$ cat config.mk
export PLATFORM = sky130hd
export DESIGN_NAME = serial_parity_deserializer_flat
export DESIGN_NICKNAME = d
export VERILOG_FILES = /design/src/rtl/serial_parity_deserializer_pkg.sv /design/src/rtl/serial_parity_deserializer_if.sv /design/src/rtl/serial_parity_deserializer_accum.sv /design/src/rtl/serial_parity_deserializer.sv /design/src/flat_wrapper.sv
export SDC_FILE = /design/constraint.sdc
export NUM_CORES = 1
export LEC_CHECK = 0
export ABC_CLOCK_PERIOD_IN_PS = 2000
export BUFFER_PORTS_ARGS = -buffer_cell sky130_fd_sc_hd__buf_2
export CELL_PAD_IN_SITES_DETAIL_PLACEMENT = 1
export CELL_PAD_IN_SITES_GLOBAL_PLACEMENT = 2
export CORE_MARGIN = 4
export CORE_UTILIZATION = 33
export DETAILED_ROUTE_END_ITERATION = 6
export GPL_TIMING_DRIVEN = 0
export PLACE_DENSITY_LB_ADDON = 0.1
export SYNTH_ARGS = -nofsm -noshare
export SYNTH_HDL_FRONTEND = slang
export SYNTH_HIERARCHICAL = 1
export SYNTH_SLANG_ARGS = --single-unit
$ cat constraint.sdc
create_clock -name clk -period 2 [get_ports clk]
set_input_delay 0.4 -clock clk [delete_from_list [all_inputs] [get_ports clk]]
set_output_delay 0.4 -clock clk [all_outputs]
set_load 0.1 [all_outputs]
$ cat src/rtl/serial_parity_deserializer_pkg.sv
// serial_parity_pkg: state encoding, default width and parity helper shared by
// the parity link RTL and its bench.
package serial_parity_pkg;
    localparam int DEF_WIDTH = 8;
    typedef enum logic [0:0] {ST_COLLECT = 1'b0, ST_FULL = 1'b1} state_e;
    // Parity bit that makes XOR(word[width-1:0], parity) equal to odd.
    function automatic logic exp_parity(input logic [63:0] word, input int width, input logic odd);
        logic p;
        p = odd;
        for (int k = 0; k < 64; k++) p = (k < width) ? p ^ word[k] : p;
        return p;
    endfunction
endpackage

$ cat src/rtl/serial_parity_deserializer_if.sv
// serial_parity_deserializer_if: serial bit input and parallel word output
// handshakes of the parity deserializer.
interface serial_parity_deserializer_if import serial_parity_pkg::*; #(parameter int WIDTH = DEF_WIDTH);
    logic in_valid, in_ready, in_bit, out_valid, out_ready, out_parity_err;
    logic [WIDTH-1:0] out_data;
    modport master(output in_valid, in_bit, out_ready, input in_ready, out_valid, out_data, out_parity_err);
    modport slave(input in_valid, in_bit, out_ready, output in_ready, out_valid, out_data, out_parity_err);
endinterface

$ cat src/rtl/serial_parity_deserializer_accum.sv
// parity_accum: 1-bit running XOR with clear (priority) and enable, shared
// with the matching transmitter.
module parity_accum import serial_parity_pkg::*; (
    input  logic clk,
    input  logic rst_n,
    input  logic clr_i,
    input  logic en_i,
    input  logic d_i,
    output logic q_o
);
    logic q_q, q_d;
    always_comb q_d = clr_i ? 1'b0 : en_i ? q_q ^ d_i : q_q;
    always_ff @(posedge clk) begin
        if (!rst_n) q_q <= 1'b0;
        else        q_q <= q_d;
    end
    assign q_o = q_q;
endmodule

$ cat src/rtl/serial_parity_deserializer.sv
// serial_parity_deserializer: rebuilds LSB-first serial frames plus parity bit
// into words; `define PARITY_ERR_DROP_EN to drop errored frames with an error pulse.
module serial_parity_deserializer import serial_parity_pkg::*; #(
    parameter int WIDTH      = DEF_WIDTH,
    parameter bit ODD_PARITY = 1'b0
) (
    input logic clk,
    input logic rst_n,
    serial_parity_deserializer_if.slave bus
);
    localparam int CW = $clog2(WIDTH + 1);
    localparam logic [0:0] COLLECT = ST_COLLECT;
    localparam logic [0:0] FULL = ST_FULL;
    localparam logic [CW-1:0] LAST = CW'(WIDTH);

    logic [0:0] state_q, state_d;
    logic [CW-1:0] cnt_q, cnt_d;
    logic [WIDTH-1:0] shift_q, shift_d, data_q, data_d;
    logic err_q, err_d, acc, in_beat, par_beat, bad, deliver;

    assign bus.in_ready = (state_q == COLLECT) || bus.out_ready;
    assign bus.out_valid = state_q == FULL;
    assign bus.out_data = data_q;
    assign bus.out_parity_err = err_q;
    assign in_beat = bus.in_valid && bus.in_ready;
    assign par_beat = in_beat && (cnt_q == LAST);
    assign bad = (acc ^ bus.in_bit) != ODD_PARITY;
`ifdef PARITY_ERR_DROP_EN
    assign deliver = par_beat && !bad;
`else
    assign deliver = par_beat;
`endif

    parity_accum u_acc (
        .clk  (clk),
        .rst_n(rst_n),
        .clr_i(par_beat),
        .en_i (in_beat),
        .d_i  (bus.in_bit),
        .q_o  (acc)
    );

    // Data bits enter at the top so the first bit lands in bit 0 after WIDTH beats.
    always_comb begin
        state_d = deliver ? FULL : (bus.out_valid && bus.out_ready) ? COLLECT : state_q;
        cnt_d = !in_beat ? cnt_q : par_beat ? '0 : cnt_q + CW'(1);
        shift_d = (in_beat && !par_beat) ? {bus.in_bit, shift_q[WIDTH-1:1]} : shift_q;
        data_d = deliver ? shift_q : data_q;
`ifdef PARITY_ERR_DROP_EN
        err_d = par_beat && bad;
`else
        err_d = par_beat ? bad : err_q;
`endif
    end

    always_ff @(posedge clk) begin
        if (!rst_n) begin
            state_q <= COLLECT;
            cnt_q <= '0;
            shift_q <= '0;
            data_q <= '0;
            err_q <= 1'b0;
        end else begin
            state_q <= state_d;
            cnt_q <= cnt_d;
            shift_q <= shift_d;
            data_q <= data_d;
            err_q <= err_d;
        end
    end
endmodule

$ cat src/flat_wrapper.sv
// flat-port wrapper written by rule: the top's interface ports become plain ports
module serial_parity_deserializer_flat import serial_parity_pkg::*;
#(
    parameter int WIDTH      = DEF_WIDTH,
    parameter bit ODD_PARITY = 1'b0
)
  (clk, rst_n, bus_in_valid, bus_in_bit, bus_out_ready, bus_in_ready, bus_out_valid, bus_out_data, bus_out_parity_err);
  serial_parity_deserializer_if #(.WIDTH(WIDTH)) bus_i ();
  input logic clk;
  input logic rst_n;
  input wire logic [$bits(bus_i.in_valid)-1:0] bus_in_valid;
  input wire logic [$bits(bus_i.in_bit)-1:0] bus_in_bit;
  input wire logic [$bits(bus_i.out_ready)-1:0] bus_out_ready;
  output wire logic [$bits(bus_i.in_ready)-1:0] bus_in_ready;
  output wire logic [$bits(bus_i.out_valid)-1:0] bus_out_valid;
  output wire logic [$bits(bus_i.out_data)-1:0] bus_out_data;
  output wire logic [$bits(bus_i.out_parity_err)-1:0] bus_out_parity_err;
  assign bus_i.in_valid = bus_in_valid;
  assign bus_i.in_bit = bus_in_bit;
  assign bus_i.out_ready = bus_out_ready;
  assign bus_in_ready = bus_i.in_ready;
  assign bus_out_valid = bus_i.out_valid;
  assign bus_out_data = bus_i.out_data;
  assign bus_out_parity_err = bus_i.out_parity_err;
  serial_parity_deserializer #(.WIDTH(WIDTH), .ODD_PARITY(ODD_PARITY)) u_core (.clk(clk), .rst_n(rst_n), .bus(bus_i));
endmodule
After elaboration in Yosys (flattened, before gate mapping)
Index checks and enable logic that the tools add are counted.
Storage, ports and cells
  memories: 0
  RAM bits: 0
  input bits: 5
  word-level logic and storage cells: 22
  output and inout bits: 11
  memory bits (read-only): 0
  register bits after elaboration: 23
  bits in latches: 0
Cells by class
  $mul: 0
  add/subtract/negate cells: 1
  reductions and logical operators: 8
  div/mod/pow operators: 0
  muxes and demuxes: 3
  bitwise operators: 3
  shift-type cells: 0
  equal/unequal tests: 1
  $lt $le $gt $ge: 0
Operator list (count)
  $add A4 B1 Y4 const B: 1
  $eq A4 B4 Y1 const B: 1
  $logic_and A1 B1 Y1: 4
  $mux W4: 1
  $mux W1: 2
  $not A1 Y1: 2
  $reduce_bool A2 Y1: 1
  $reduce_or A2 Y1: 1
  $logic_not A1 Y1: 1
  $logic_or A1 B1 Y1: 1
  $xor A1 B1 Y1: 1

Depth between registers and ports, before layout
  depth in word-level cells: 6
  mapped depth: 7
  depth with buffers taken out: 6

Modules after synthesis
The synthesis kept the hierarchy.
Modules (own cells, without submodules)
  serial_parity_deserializer: area an instance 1033.5 µm², seq. area each 440.4 µm², cells an instance 118, times used 1
  parity_accum: area an instance 52.6 µm², seq. area each 20.0 µm², cells an instance 5, times used 1

Worst setup path after synthesis
No wires, ideal clock.
  path kind: register to output
  from: register u_core.state_q (netlist: u_core/bus.out_valid)
  to: output port bus_in_ready
  required time: 1.600 ns
  arrival: 1.679 ns
  slack: -0.079 ns
  path buffers: 2
  stages on the path, launching flop included: 5
  cells stage by stage: dfxtp_1 > nor2b_4 > buf_6 > inv_2 > buf_2
Between the ends
  cells in the longest elaborated chain, start to end: 2
RTL lines
  from (decl): line serial_parity_deserializer.sv:16  | logic [0:0] state_q, state_d;
  from (signal assigned): line serial_parity_deserializer.sv:64  | state_q <= state_d;
  $not A1 Y1: line serial_parity_deserializer.sv:21  | assign bus.in_ready = (state_q == COLLECT) || bus.out_ready;
  $logic_or A1 B1 Y1: line serial_parity_deserializer.sv:21
  to (decl): line flat_wrapper.sv:14  | output wire logic [$bits(bus_i.in_ready)-1:0] bus_in_ready;
No other way between the ends.

Worst setup path after layout
Ends and elaborated chain as after synthesis.

==> out/qor.csv <==
metric,value,unit
leakage dissipation,0.455,nW
HPWL Detailed,2040,um
Worst-Margin Slew,0.538,ns
skew final,0.00492,ns
fin nets,150,
max-cap violation count,0,
Vias per Instance,5.34,
CP Launch Type,flop,
fin crit period,1.88,ns
I/O pin count,16,
fmax,0.533,GHz
TritonCTS Buffers,3,
Worst Path Required,1.60,ns
met2 Use GR,26.9,%
Synth Area in Adders,2.30,%
Avg WL per Cell,15.5,um
RSZ-0062 raised after global routing,false,
largest family of logic cells by synthesized area,compound AO/OA/AOI/OAI gates,
die area,4270,um2
most frequent cells in the layout,"22 x dfxtp_1, 19 x a21oi_1, 18 x o31ai_1",
DP Area,1220,um2
setup tns final,0,ns
final std cells w/o fill,186,
setup violators final,0,
synthesized area per cell,8.83,um2
number of antenna repair diodes,0,
vias in the first global route,1025,
"most common cell after layout, fill and taps aside",dfxtp_1,
overall die width,65.4,um
hold crit path type,input port to flop,
Peak VDD IR,0.000225,V
Max-Slew Margin vs Limit,64.1,%
share of layout cells above drive strength 1,20.4,%
cell area power density,596,nW/um2
YS warnings,6,
DRT antenna net count,0,
row count,20,
Starting Density,35.0,%
Slew Limit Fails,0,
CTS tree,done,
post-synthesis sequential area ratio,42.4,%
CORE AREA,3100,um2
#FFs+latches synth,23,
die height,65.4,um
htree depth,1,
crit share post-route,93.9,%
met3 GRT Util,2.05,%
mux share of post-synthesis cell area,0,%
xor and xnor area share after synthesis,0.806,%
GR Util met1,19.0,%
first-pass GRT wire length,5060,um
Simple-Gate Fraction of Synth Area,18.4,%
Worst setup EP type,primary output,
design area,1250,um2
GRT overflow,0,
# Post-CTS Setup Buffers,0,
vias,993,
largest net degree at the start of global routing,13,
First-pass DRT Iterations,4,
Worst-Skew Late Latency,0.30,ns
DRC,0,
clk slew on worst S/H paths,0.13,ns
WS Path Type,flop to primary output,
initial antenna violation count,0,
critical path arrival,1.48,ns
global placer's final weighted congestion,0.747,
I/O Buffers,15,
final WL,2870,um
Bufs on Longest Clock Path,2,
Mapped Area,1090,um2
worst-path maximum fanout,10,
Clock Root Buffer,clkbuf_4,
GRT Overall Usage,15.0,%
Syn Nets,130,
CTS sink cnt,23,
outcome,completed,
Syn-to-layout area delta,14.7,%
compound-gate portion of the synthesized area,27.1,%
endpoints failing hold,0,
Syn Inst Count,123,
unique cell type count in the Yosys netlist,27,
Iter 0 DRT Violations,37,
placed cells,182,
GR peak layer,met2,
-- cells in the mapped netlist (all sizes together) --
master | n | area [um2]
dfxtp | 23 | 460
a21oi | 20 | 104
o31ai | 18 | 135
nand4 | 17 | 106
clkbuf | 8 | 30.0
buf | 6 | 45.0
inv | 6 | 22.5
nand3 | 3 | 15.0
a211oi | 2 | 15.0
a31oi | 2 | 12.5
ha | 2 | 25.0
nand2b | 2 | 12.5
nand3b | 2 | 15.0
nor2 | 2 | 7.51
o21ai | 2 | 10.0
a21bo | 1 | 10.0
and3b | 1 | 8.76
nand2 | 1 | 3.75
nor2b | 1 | 13.8
nor3 | 1 | 10.0
o21a | 1 | 7.51
or4 | 1 | 7.51
xnor2 | 1 | 8.76
-- routing by layer --
metal	up-vias	wire [um]	share of wire [%]
li1	503	-	-
met1	474	1410	49
met2	14	1360	47
met3	2	87	3.0
met4	0	15	0.52
met5	-	0	0
-- registers in the layout, indices dropped and copies added, names as in the netlist --
| name | flops |
|---|---|
| u_core/u_acc/q_o | 1 |
| u_core/bus.out_data | 8 |
| u_core/bus.out_valid | 1 |
| u_core/shift_q | 8 |
| u_core/bus.out_parity_err | 1 |
| u_core/cnt_q | 4 |
-- cell type report --
cell class,count,area [um2]
Multi-Input combinational cell,80,528
Fill cell,380,1860
Sequential cell,23,462
Tap cell,44,55.1
Timing Repair Buffer,15,77.6
Inverter,6,22.5
Clock buffer,4,26.3
Buffer,14,75.1
-- power by group --
part | internal [W] | total (W) | switching [W]
clock network | 0.0000776 | 0.000216 | 0.000138
registers | 0.000465 | 0.000471 | 0.00000626
logic | 0.0000182 | 0.0000560 | 0.0000378
-- metrics by stage --
stage | util, % | total power [W] | hold slack, ns | setup WS [ns]
after global placement | 39.2 | 0.000535 | 0.453 | 0.208
after floorplan | - | 0.000517 | 0.447 | 0.265
after detailed placement | 39.2 | 0.000537 | 0.462 | 0.202
after global routing | 40.2 | 0.000786 | 0.306 | 0.0156
final | 40.2 | 0.000743 | 0.315 | 0.122
after CTS | 40.2 | 0.000756 | 0.305 | 0.0953
-- critical path: stages (launching register included) --
cell and delay (ns):
dfxtp_2 0.34, nor2b_4 0.11, buf_6 0.12, inv_2 0.05
buf_2 0.21, buf_4 0.33
-- worst paths after layout --
check,endpoint,slack [ns],start,cells after the start
setup reg to reg,u_core/bus.out_data[6],0.27,u_core/cnt_q[0],6
hold / removal,u_core/bus.out_valid,0.32,rst_n,2
hold reg to reg,u_core/bus.out_data[1],0.48,u_core/bus.out_data[1],2
setup / recovery,bus_in_ready,0.12,u_core/bus.out_valid,5
-- cell families (layout without fill, tap and decap cells) --
| family | count (synthesis) | in the layout |
|---|---|---|
| compound gates | 46 | 46 |
| simple gates | 31 | 31 |
| flops | 23 | 23 |
| buf+inv | 20 | 39 |
| fa+ha+maj | 2 | 2 |
| xor+xnor | 1 | 1 |
-- timing repair --
item / in CTS / in global routing
endpoints found under the setup margin: 1 / 0
hold buffers: 0 / 0
resized for setup: 1 / 0
No activity file was read; power rests on OpenSTA's default activity.
